$ cat src/rtl/seg7_value_sequencer.sv
// Captures N_VAL values on start, converts each to BCD and scans it over
// N_DIG multiplexed digits. Optional macro SEG7_LZB_EN: leading-zero blanking.
`timescale 1ns/1ps
module seg7_value_sequencer #(
    parameter int N_VAL       = 4,
    parameter int VAL_W       = 8,
    parameter int N_DIG       = 4,
    parameter int DWELL_CYC   = 100_000_000,
    parameter int REFRESH_CYC = 262_144
) (
    input  logic                                   clock_100Mhz,
    input  logic                                   reset,
    input  logic                                   start,
    input  logic [N_VAL*VAL_W-1:0]                 vals_i,
    output logic                                   busy_o,
    output logic                                   is_done_o,
    output logic [(N_VAL>1?$clog2(N_VAL):1)-1:0]   idx_o,
    output logic [N_DIG-1:0]                       Anode_Activate,
    output logic [6:0]                             LED_out
);

    localparam int IW     = (N_VAL > 1) ? $clog2(N_VAL) : 1;
    localparam int DW     = $clog2(DWELL_CYC);
    localparam int RW     = (REFRESH_CYC > 1) ? $clog2(REFRESH_CYC) : 1;
    localparam int PW     = (N_DIG > 1) ? $clog2(N_DIG) : 1;
    localparam int CW     = $clog2(VAL_W + 1);
    // 2^VAL_W < 10^(VAL_W/3+1), so NB_MIN digits always hold the value
    localparam int NB_MIN = VAL_W / 3 + 1;
    localparam int NB     = (NB_MIN > N_DIG) ? NB_MIN : N_DIG;

`ifdef SEG7_LZB_EN
    localparam bit LZB = 1'b1;
`else
    localparam bit LZB = 1'b0;
`endif

    typedef enum logic [1:0] {
        IDLE = 2'd0,
        SHOW = 2'd1,
        DONE = 2'd2
    } state_e;

    state_e                 state_q, state_d;
    logic [N_VAL*VAL_W-1:0] bank_q, bank_d;
    logic [IW-1:0]          idx_q, idx_d;
    logic [DW-1:0]          dwell_q, dwell_d;
    logic [RW-1:0]          ref_q, ref_d;
    logic [PW-1:0]          p_q, p_d;
    logic [VAL_W-1:0]       bin_q, bin_d;
    logic [4*NB-1:0]        bcd_q, bcd_d;
    logic [CW-1:0]          cnt_q, cnt_d;
    logic                   conv_q, conv_d;
    logic [4*N_DIG-1:0]     dig_q, dig_d;
    logic                   ovf_q, ovf_d;
    logic [N_DIG-1:0]       anode_q, anode_d;
    logic [6:0]             led_q, led_d;

    logic                   accept;
    logic                   dwell_end;
    logic                   last;
    logic                   step;
    logic [VAL_W-1:0]       load_val;
    logic [4*NB-1:0]        bcd_adj;
    logic                   ovf;
    logic                   lz;
    logic [3:0]             sel_dig;
    logic                   sel_blank;

    function automatic logic [6:0] seg_of(input logic [3:0] d);
        case (d)
            4'd0:    seg_of = 7'b0000001;
            4'd1:    seg_of = 7'b1001111;
            4'd2:    seg_of = 7'b0010010;
            4'd3:    seg_of = 7'b0000110;
            4'd4:    seg_of = 7'b1001100;
            4'd5:    seg_of = 7'b0100100;
            4'd6:    seg_of = 7'b0100000;
            4'd7:    seg_of = 7'b0001111;
            4'd8:    seg_of = 7'b0000000;
            4'd9:    seg_of = 7'b0000100;
            default: seg_of = 7'b1111111;
        endcase
    endfunction

    assign accept    = start && (state_q != SHOW);
    assign dwell_end = (state_q == SHOW) &&
                       (dwell_q == DW'(DWELL_CYC - 1));
    assign last      = (idx_q == IW'(N_VAL - 1));
    assign step      = dwell_end && !last;

    always_ff @(posedge clock_100Mhz) begin
        if (reset) state_q <= IDLE;
        else       state_q <= state_d;
    end

    always_comb begin
        state_d = state_q;
        unique case (state_q)
            IDLE, DONE: if (start) state_d = SHOW;
            SHOW:       if (dwell_end && last) state_d = DONE;
            default:    state_d = IDLE;
        endcase
    end

    always_comb begin
        busy_o         = (state_q == SHOW);
        is_done_o      = (state_q == DONE);
        idx_o          = idx_q;
        Anode_Activate = anode_q;
        LED_out        = led_q;
    end

    always_comb begin
        bank_d  = bank_q;
        idx_d   = idx_q;
        dwell_d = dwell_q;
        if (accept) begin
            bank_d  = vals_i;
            idx_d   = '0;
            dwell_d = '0;
        end else if (state_q == SHOW) begin
            if (step) begin
                idx_d   = idx_q + 1'b1;
                dwell_d = '0;
            end else if (!dwell_end) begin
                dwell_d = dwell_q + 1'b1;
            end
        end
    end

    always_comb begin
        load_val = vals_i[VAL_W-1:0];
        if (!accept) begin
            for (int k = 0; k < N_VAL; k++) begin
                if (IW'(k) == idx_d) load_val = bank_q[k*VAL_W +: VAL_W];
            end
        end
    end

    // double dabble: add 3 to every digit >= 5, then shift in the next bit
    always_comb begin
        for (int i = 0; i < NB; i++) begin
            bcd_adj[4*i +: 4] = (bcd_q[4*i +: 4] >= 4'd5) ?
                                bcd_q[4*i +: 4] + 4'd3 : bcd_q[4*i +: 4];
        end
        ovf = 1'b0;
        for (int i = N_DIG; i < NB; i++) begin
            ovf = ovf || (bcd_q[4*i +: 4] != 4'd0);
        end
        bin_d  = bin_q;
        bcd_d  = bcd_q;
        cnt_d  = cnt_q;
        conv_d = conv_q;
        dig_d  = dig_q;
        ovf_d  = ovf_q;
        if (accept || step) begin
            bin_d  = load_val;
            bcd_d  = '0;
            cnt_d  = '0;
            conv_d = 1'b1;
        end else if (conv_q) begin
            if (cnt_q == CW'(VAL_W)) begin
                dig_d  = bcd_q[4*N_DIG-1:0];
                ovf_d  = ovf;
                conv_d = 1'b0;
            end else begin
                bcd_d = {bcd_adj[4*NB-2:0], bin_q[VAL_W-1]};
                bin_d = bin_q << 1;
                cnt_d = cnt_q + 1'b1;
            end
        end
    end

    always_comb begin
        ref_d = ref_q + 1'b1;
        p_d   = p_q;
        if (ref_q == RW'(REFRESH_CYC - 1)) begin
            ref_d = '0;
            p_d   = (p_q == PW'(N_DIG - 1)) ? '0 : p_q + 1'b1;
        end
    end

    // walk from the MSD down so lz tracks "all digits so far are zero"
    always_comb begin
        lz        = 1'b1;
        sel_dig   = 4'd0;
        sel_blank = 1'b0;
        for (int j = N_DIG - 1; j >= 0; j--) begin
            lz = lz && (dig_q[4*j +: 4] == 4'd0);
            if (PW'(N_DIG - 1 - j) == p_q) begin
                sel_dig   = dig_q[4*j +: 4];
                sel_blank = LZB && lz && (j != 0);
            end
        end
    end

    always_comb begin
        for (int j = 0; j < N_DIG; j++) begin
            anode_d[j] = !((state_q == SHOW) && (PW'(N_DIG - 1 - j) == p_q));
        end
        if ((state_q != SHOW) || conv_q) led_d = 7'h7F;
        else if (ovf_q)                  led_d = 7'b1111110;
        else if (sel_blank)              led_d = 7'h7F;
        else                             led_d = seg_of(sel_dig);
    end

    always_ff @(posedge clock_100Mhz) begin
        if (reset) begin
            bank_q  <= '0;
            idx_q   <= '0;
            dwell_q <= '0;
            ref_q   <= '0;
            p_q     <= '0;
            bin_q   <= '0;
            bcd_q   <= '0;
            cnt_q   <= '0;
            conv_q  <= 1'b0;
            dig_q   <= '0;
            ovf_q   <= 1'b0;
            anode_q <= '1;
            led_q   <= 7'h7F;
        end else begin
            bank_q  <= bank_d;
            idx_q   <= idx_d;
            dwell_q <= dwell_d;
            ref_q   <= ref_d;
            p_q     <= p_d;
            bin_q   <= bin_d;
            bcd_q   <= bcd_d;
            cnt_q   <= cnt_d;
            conv_q  <= conv_d;
            dig_q   <= dig_d;
            ovf_q   <= ovf_d;
            anode_q <= anode_d;
            led_q   <= led_d;
        end
    end

endmodule
$ cat config.mk
export PLATFORM = sky130hd
export DESIGN_NAME = seg7_value_sequencer
export DESIGN_NICKNAME = d
export VERILOG_FILES = /design/src/rtl/seg7_value_sequencer.sv
export SDC_FILE = /design/constraint.sdc
export NUM_CORES = 1
export LEC_CHECK = 0
export ABC_AREA = 1
export BUFFER_PORTS_ARGS = -buffer_cell sky130_fd_sc_hd__buf_2
export CAP_MARGIN = 25
export CELL_PAD_IN_SITES_DETAIL_PLACEMENT = 0
export CELL_PAD_IN_SITES_GLOBAL_PLACEMENT = 1
export CORE_ASPECT_RATIO = 1.5
export CORE_UTILIZATION = 46
export CTS_BUF_LIST = sky130_fd_sc_hd__clkbuf_8
export DETAILED_ROUTE_END_ITERATION = 10
export PLACE_DENSITY = 0.91
export SLEW_MARGIN = 20
export SYNTH_ARGS = -nofsm -noshare
export SYNTH_HDL_FRONTEND = slang
export SYNTH_SLANG_ARGS = --single-unit
$ cat constraint.sdc
create_clock -name clock_100Mhz -period 2.3 [get_ports clock_100Mhz]
set_clock_uncertainty 0.1 [all_clocks]
set_input_delay 0 -clock clock_100Mhz [delete_from_list [all_inputs] [get_ports clock_100Mhz]]
set_output_delay 0 -clock clock_100Mhz [all_outputs]
set_load 0.03 [all_outputs]
After elaboration in Yosys (flattened, before gate mapping)
Memories as Yosys holds them, arrays and structs flattened. A register that Yosys moved wholly into a read port is not among the register bits.
Index checks and enable logic that the tools add are counted.

storage, ports and cells
  word-level logic and storage cells = 103
  register bits = 132
  bits in read-only memories = 112
  output and inout port bits = 15
  memories = 1

cells by class
  equality and inequality tests = 18
  magnitude comparators = 4
  reductions and logical operators = 29
  add/sub/neg operators = 9
  multiplexer cells = 28
  bitwise gates (word level) = 2

memory list
  name             depth  bits a word  read ports  clocked after Yosys merged registers in  write ports  line  RTL
  (no name shown)  16     7            1           1                                        0            70    case (d)

operator list
  cell                   count
  $mux 8                 8
  $mux 27                2
  $mux 4                 7
  $add 27x1->27 const B  1
  $eq 27x27->1 const B   1
  $add 18x1->18 const B  1
  $eq 18x18->1 const B   1
  $ge 4x3->1 const B     4
  $add 4x2->4 const B    3
  $mux 2                 6
  $reduce_or 2->1        5
  $eq 2x2->1 const A     4
  $logic_and 1x1->1      8
  $reduce_and 2->1       4
  $eq 2x2->1 const B     3
  $logic_not 2->1        3
  $ne 2x1->1 const B     3
  $logic_not 1->1        5
  $add 2x1->2 const B    2
  $add 4x1->4 const B    1
  $eq 1x2->1 const A     2
  $eq 4x4->1 const B     1
  $ne 2x2->1 const B     2
  $pmux 2 s2             1
  8 further kinds        12

Logic depth before layout (Yosys ltp)
Gate-level depths: netlist of run 1.

  depth after elaboration = 13
  depth in mapped cells = 17

Worst setup path after synthesis of run 1
No wires, ideal clock.

  kind = flip-flop to flip-flop
  start point = register p_q[0]
  end point = register led_q[6], in the netlist LED_out[6]
  arrival = 1801 ps
  cell stages (with the launch flop) = 13
  clock period less this slack = 2020 ps
  library setup time = 119 ps
  buffers on the path = 0
  setup slack = 280 ps
  path through = dfxtp_1 inv_1 ha_1 inv_1 o21ai_0 o211ai_1 a22oi_1 inv_1 ha_1 o21ai_0 inv_1 o21ai_0 nand2_1

between the ends
  word-level cells in the longest chain between the ends = 5
  elaborated cells between the ends (all ways) = 8

RTL lines
  element                 line  RTL
  start, declared         48    logic [PW-1:0] p_q, p_d;
  start signal, assigned  227   p_q <= p_d;
  $logic_not 2->1         190   if (PW'(N_DIG - 1 - j) == p_q) begin
  $mux 4 (3 in a row)     190
  $mux 4 *                190
  end signal, assigned    235   led_q <= led_d;
  end, declared           56    logic [6:0] led_q, led_d;

Mark *: on every way between the ends. The rest lies on a longest branch, timed or not.
A chain may end at the register's enable or synchronous reset.

Final worst setup path of run 1
  start point = register dwell_q[1]
  end point = register dwell_q[25]

between the ends
  word-level cells in the longest chain between the ends = 5
  elaborated cells between the ends (all ways) = 8

RTL lines
  element                                                line  RTL
  start, declared                                        46    logic [DW-1:0] dwell_q, dwell_d;
  start signal, assigned                                 225   dwell_q <= dwell_d;
  branches (longest 5 deep; another with $add 27x1->27)  -

Parallel ways; which one is timed is not known. The select of a mux whose other input is x is not followed.

==> results of run 1 <==
registers in the layout (all words and copies together), names as in the netlist:
register / cells
ref_q: 18
conv_q: 1
cnt_q: 4
dwell_q: 27
LED_out: 7
dig_q: 16
idx_o: 2
bcd_q: 16
Anode_Activate: 4
bank_q: 32
bin_q: 8
p_q: 2
state_q: 2
final cells by class:
cell class	count	area share (%)
clock buffer	20	3.36
clock inverter	11	1.77
inverter	114	5.31
tap	192	2.94
timing repair inverter	1	0.0917
sequential	139	34.0
timing repair buffer	124	11.3
multi-input combinational	632	41.2
layer usage:
metal | global-route usage [%] | wire length [um]
met1 | 24.3 | 6500
met2 | 39.5 | 7880
met3 | 4.34 | 416
met4 | 7.61 | 267
met5 | 0 | 0
how the worst min path moves through the flow:
stage	depth (start not counted)	slack (ns)	endpoint	startpoint
floorplan	2	0.03	bank_q[10]$_SDFFE_PP0P_	vals_i[10]
global placement	3	0.12	bank_q[25]$_SDFFE_PP0P_	vals_i[25]
detailed placement	3	0.13	bank_q[30]$_SDFFE_PP0P_	vals_i[30]
CTS	4	0.19	bank_q[20]$_SDFFE_PP0P_	vals_i[20]
global route	4	0.20	bank_q[25]$_SDFFE_PP0P_	vals_i[25]
finish	4	0.22	bank_q[20]$_SDFFE_PP0P_	vals_i[20]
through the flow:
step                std cells  TNS (ns)  area (sq um)  util [%]  power [mW]
CTS                      1223   -0.0440          8050      57.0        5.08
floorplan                 918         0          6690         -        2.83
finish                   1233         0          8180      57.9        5.05
global placement         1158         0          7280      51.6        2.96
detailed placement       1158   -0.0684          7280      51.6        2.97
global route             1233   -0.0287          8180      57.9        5.27
critical path, stage by stage (launching register included):
cell,delay [ns]
dfxtp_2,0.34
ha_2,0.18
nand2_2,0.08
nor2_4,0.15
nand2_4,0.09
nor2_4,0.11
nand3_4,0.13
buf_4,0.20
nand2_2,0.15
clkinvlp_4,0.20
buf_4,0.19
o21ai_0,0.07
a21oi_1,0.05
cell usage after synthesis (all sizes together):
cell	count
a211oi	2
a21oi	84
a22oi	3
a311oi	4
a31oi	2
and3	2
buf	13
clkbuf	20
clkinv	1
dfxtp	139
ha	23
inv	113
nand2	156
nand3	68
nand3b	2
nand4	11
nor2	125
nor3	14
nor3b	5
nor4	3
o211ai	5
o21a	6
o21ai	98
o21bai	2
o221ai	1
o22ai	2
o31ai	1
or2	4
xnor2	1
xor2	8
report_power, final:
group | internal, mW | total [mW] | leakage [nW] | switching (mW)
sequential | 2.49 | 2.53 | 1.13 | 0.0425
clock | 1.15 | 2.08 | 0.218 | 0.924
combinational | 0.184 | 0.442 | 1.96 | 0.258
total | 3.82 | 5.05 | 3.31 | 1.22
repair_timing:
item                                    in CTS  in global routing
pin swaps                                    0                  7
hold buffers                                34                  0
endpoints found under the hold margin       46                  0
gates resized for setup                      1                 18
endpoints found under the setup margin       3                 33
buffers inserted                             0                  9
gates cloned                                 0                  1
cells by family after synthesis:
group	after synthesis	synth area share, %
DFF	139	41.6
buffers and inverters	147	8.88
and+or+nand+nor	390	27.2
xor gates and xnor gates	9	1.18
AOI/OAI and AO/OA	210	16.8
adders and majority gates	23	4.30
==> flow_summary.yaml, run 1 <==
cts:
  clock_sinks: 139
  cts.htree.levels: 4
  tritoncts: "done"
  cts_max_path_buffers: 2
  clockRootBuffer: "clkbuf_8"
  cts_inserted_buffers: 17
  clock_network_latency_to_the_later_pin_of_the_worst_skew_pair_ns: 0.44
  clk_pin_slew_ns: 0.08
die:
  die_width_um: 100
  core-area_sq_mm: 0.0141
  top_level_ports: 50
  placement_rows: 53
  floorplan.die.height_um: 150
  start_util_pct: 47.4
  design.die.area_sq_mm: 0.0150
setup_path:
  crit_path_end_kind: "flop"
  worst_setup_path_startpoint: "dwell_q[1]$_SDFFE_PP0P_"
  class_of_the_most_critical_setup_path: "reg -> reg"
  critical_path.startpoint_type: "flop"
  timing.reg2reg.setup_slack_ns: 0.15
  r2r.worst_path.cells: 12
  cp_data_required_time_ns: 2.52
  critical_path.reg2reg.endpoint: "dwell_q[25]$_SDFFE_PP0P_"
  worst_ep_arrival_time_ns: 2.37
  reg2reg_from: "dwell_q[1]$_SDFFE_PP0P_"
  endpoint: "dwell_q[25]$_SDFFE_PP0P_"
  maximum_fanout_along_the_worst_path: 9
power:
  powerDensity_mw_per_mm2: 617
  power.static_leakage_nw: 3.31
  power.ir.vdd_worst_uv: 348
timing:
  max_clock_freq_mhz: 465
  timing_hold_violations_final: 0
  maxSlewHeadroom_pct: 67.9
  fin_hold_ws_ns: 0.216
  post-route-min-period_ns: 2.15
  slew_violations: 0
  period_utilization_post_route_pct: 93.5
  setup_slack_ns: 0.149
  setup_viol: 0
  worst-slew-pin-transition_ns: 0.480
final_layout:
  final_common_cell: "nand2_1"
  nets: 1087
  final.fill_count: 1333
  layout-drive-gt1-share_pct: 17.0
  layout.cells.most_common_list: "nand2_1, dfxtp_1, inv_1"
  flow.area_growth_from_synthesis_pct: 22.3
  antenna_cells: 0
  area_taken_by_multi_input_logic_gates_sq_mm: 0.00337
  seq_area_sq_mm: 0.00279
grt:
  first_global_vias: 5848
  grtUsageTotal_pct: 21.5
  largest_net_degree_at_the_start_of_global_routing: 33
  grt.overflow.total: 0
  antenna_violations_before_repair: 0
  grt_pass1_wl_mm: 25.8
placement:
  place_hpwl_mm: 10.4
  dpl_worst_slack_ns: -0.0466
  finalWeightedCongestion: 0.807
  port_buffers: 49
routing:
  drt_first_pass_iters: 4
  routed_wl_mm: 15.1
  detail_route.wl_per_cell_um: 12.2
  postRouteAntennaNets: 0
  avgViaCountPerCell: 4.91
  dr_total_vias: 6048
  remaining_drc_errors: 0
  drt_iter0_drc: 219
synthesis:
  yosysWarnings: 0
  synth_nets: 976
  cells_after_synthesis: 918
  post_synth.cell_area_avg_sq_um: 7.29
  yosys_top_cell_area_share_pct: 41.6
  synth_seq_cells: 139
  netlist-cell-type-count: 48
  mappedNetlistArea_sq_mm: 0.00669
  synth.yosys.seq_area_share_pct: 41.6
  synth_area_leader_cell: "dfxtp_1"
  synth.area.top_cells: "dfxtp_1, nand2_1, o21ai_0"
outcome:
  run_status: "finished clean"
run:
  cap_viol_max_count: 0
worst_hold_path:
  holdCritPathClass: "in -> reg"
(Power assumes the default switching activity.)
==> inputs of run 2 (changes only) <==
Settings changed: CORE_UTILIZATION 46 to 49, PLACE_DENSITY 0.91 to 0.95.
Clock period 2.3 ns to 2.6 ns, I/O delays scaled along.
==> flow_summary.yaml, run 2 (synthesis results as in run 1) <==
cts:
  clk_pin_slew_ns: 0.08
  cts_max_path_buffers: 2
  clockRootBuffer: "clkbuf_8"
  cts.htree.levels: 4
  tritoncts: "done"
  cts_inserted_buffers: 17
  clock_sinks: 139
  clock_network_latency_to_the_later_pin_of_the_worst_skew_pair_ns: 0.45
grt:
  largest_net_degree_at_the_start_of_global_routing: 33
  grtUsageTotal_pct: 22.0
  antenna_violations_before_repair: 0
  first_global_vias: 5691
  grt.overflow.total: 0
  grt_pass1_wl_mm: 25.6
timing:
  totalNegativeSetupSlack_ns: 0
  post-route-min-period_ns: 2.35
  max_clock_freq_mhz: 425
  worst-slew-pin-transition_ns: 0.657
  grt_setup_unrepaired: "yes"
  maxSlewHeadroom_pct: 56.1
  timing_hold_violations_final: 0
  setup_viol: 0
  period_utilization_post_route_pct: 90.4
  slew_violations: 0
setup_path:
  worst_path_largest_cell_delay_ns: 0.38
  cp_data_required_time_ns: 2.84
  timing.reg2reg.setup_slack_ns: 0.25
  critical_path.reg2reg.endpoint: "bin_q[4]$_SDFFE_PP0P_"
  crit_path_end_kind: "flop"
  path_delay_family: "simple AND/OR/NAND/NOR gates"
  maximum_fanout_along_the_worst_path: 7
  cp_cell_sequence: "ha_1 > nand2_1 > nor2_2 > nand2_4 > nor2_4 > nand3_2 > nand2_2 > nand3_2 > buf_4 > nand3_1 > nand3_1 > o21ai_1 > a21oi_1"
  class_of_the_most_critical_setup_path: "reg -> reg"
  worst_ep_arrival_time_ns: 2.59
  critical_path.startpoint_type: "flop"
  critical_path.slowest_cell: "dfxtp_1"
  r2r.worst_path.cells: 13
  critical_path.n_buffers_inverters: 1
  reg2reg_from: "dwell_q[0]$_SDFFE_PP0P_"
die:
  top_level_ports: 50
  die_width_um: 97.4
  start_util_pct: 50.9
  core-area_sq_mm: 0.0131
  design.die.area_sq_mm: 0.0141
  floorplan.die.height_um: 145
  placement_rows: 51
placement:
  place_hpwl_mm: 10.3
  finalWeightedCongestion: 0.829
  port_buffers: 49
  post_dp_cell_area_sq_mm: 0.00707
  numPlacedInstances: 1106
routing:
  dr_total_vias: 6027
  remaining_drc_errors: 0
  avgViaCountPerCell: 5.14
  drt_iter0_drc: 219
  postRouteAntennaNets: 0
  detail_route.wl_per_cell_um: 12.7
  routed_wl_mm: 14.8
  drt_first_pass_iters: 5
power:
  total_power_mw: 4.25
  power.ir.vdd_worst_uv: 317
  power.static_leakage_nw: 3.14
  powerDensity_mw_per_mm2: 545
worst_hold_path:
  worst_hold_path.num_cells: 4
  holdCritPathClass: "in -> reg"
  holdCritStartpoint: "vals_i[28]"
  hold_critical_path_endpoint: "bank_q[28]$_SDFFE_PP0P_"
final_layout:
  max_flop_register: "bank_q"
  largest_registers: "bank_q x32, dwell_q x27, ref_q x18"
  antenna_cells: 0
  finalNonFillerCells: 1173
  largest_reg_flops: 32
  final_common_cell: "nand2_1"
  stdcell_area_sq_mm: 0.00780
  flow.area_growth_from_synthesis_pct: 16.5
  final.fill_count: 1253
  layout-drive-gt1-share_pct: 13.8
  nets: 1059
  area_taken_by_multi_input_logic_gates_sq_mm: 0.00332
  layout.cells.most_common_list: "nand2_1, dfxtp_1, inv_1, nor2_1, o21ai_0"
  seq_area_sq_mm: 0.00278
outcome:
  run_status: "finished clean"
run:
  cap_viol_max_count: 0
run 2: cell types whose count changed in the layout (fill, tap and decap cells not counted), sizes merged:
cell / delta
inv: -1
buf: -28
dlygate4sd3: +1
bufinv: -2
clkinv: +3
run 2: worst max path at each step:
| stage | to | slack [ns] | from | cells past startpoint |
|---|---|---|---|---|
| after global placement | dwell_q[6]$_SDFFE_PP0P_ | 0.32 | dwell_q[0]$_SDFFE_PP0P_ | 12 |
| after CTS | state_q[0]$_SDFFE_PP0P_ | 0.16 | dwell_q[0]$_SDFFE_PP0P_ | 9 |
| after global routing | dwell_q[7]$_SDFFE_PP0P_ | -0.01 | dwell_q[0]$_SDFFE_PP0P_ | 11 |
| after detailed placement | dwell_q[22]$_SDFFE_PP0P_ | 0.25 | dwell_q[0]$_SDFFE_PP0P_ | 13 |
| after floorplan | LED_out[6]$_SDFF_PP1_ | 0.58 | p_q[0]$_SDFFE_PP0P_ | 12 |
| final | bin_q[4]$_SDFFE_PP0P_ | 0.25 | dwell_q[0]$_SDFFE_PP0P_ | 13 |
run 2: what timing repair did:
item / CTS / global route
endpoints found under the setup margin: 0 / 11
setup buffers: 0 / 0
gates resized for setup: 0 / 1
endpoints found under the hold margin: 46 / 0
hold buffers: 35 / 0
run 2: per-stage QoR:
step | util (%) | setup WS, ns | hold WS (ns)
6_report | 59.3 | 0.249 | 0.203
5_1_grt | 59.3 | -0.0126 | 0.206
4_1_cts | 59.3 | 0.156 | 0.188
3_5_place_dp | 53.8 | 0.254 | 0.126
3_3_place_gp | 53.8 | 0.318 | 0.120
2_1_floorplan | - | 0.580 | 0.0349
run 2: area by class of cell:
type                       instances  share of cell area, %
clock inverter                    12                   1.27
inverter                         114                   5.52
tap                              159                   2.55
sequential                       139                   35.7
multi-input combinational        632                   42.6
clock buffer                      20                   3.53
timing repair buffer              97                   8.89
run 2: power breakdown:
group / switching (mW) / leakage, nW / internal [mW]
Clock: 0.828 / 0.191 / 0.821
Combinational: 0.223 / 1.82 / 0.146
Sequential: 0.0386 / 1.13 / 2.20
Total: 1.09 / 3.14 / 3.16
run 2: worst register-to-register path: cells and delay by family, from the launching register on:
| family | cells | cell delay [ns] |
|---|---|---|
| simple gates | 9 | 1.12 |
| flops | 1 | 0.38 |
| compound gates | 2 | 0.24 |
| buf+inv | 1 | 0.23 |
| fa+ha+maj | 1 | 0.18 |
run 2: metal layers:
metal | track usage [%] | routed length, um | vias to the layer above
li1 | - | - | 3171
met4 | 6.69 | 189 | 0
met2 | 40.4 | 7720 | 112
met5 | 0 | 0 | -
met1 | 25.2 | 6400 | 2721
met3 | 4.48 | 530 | 23
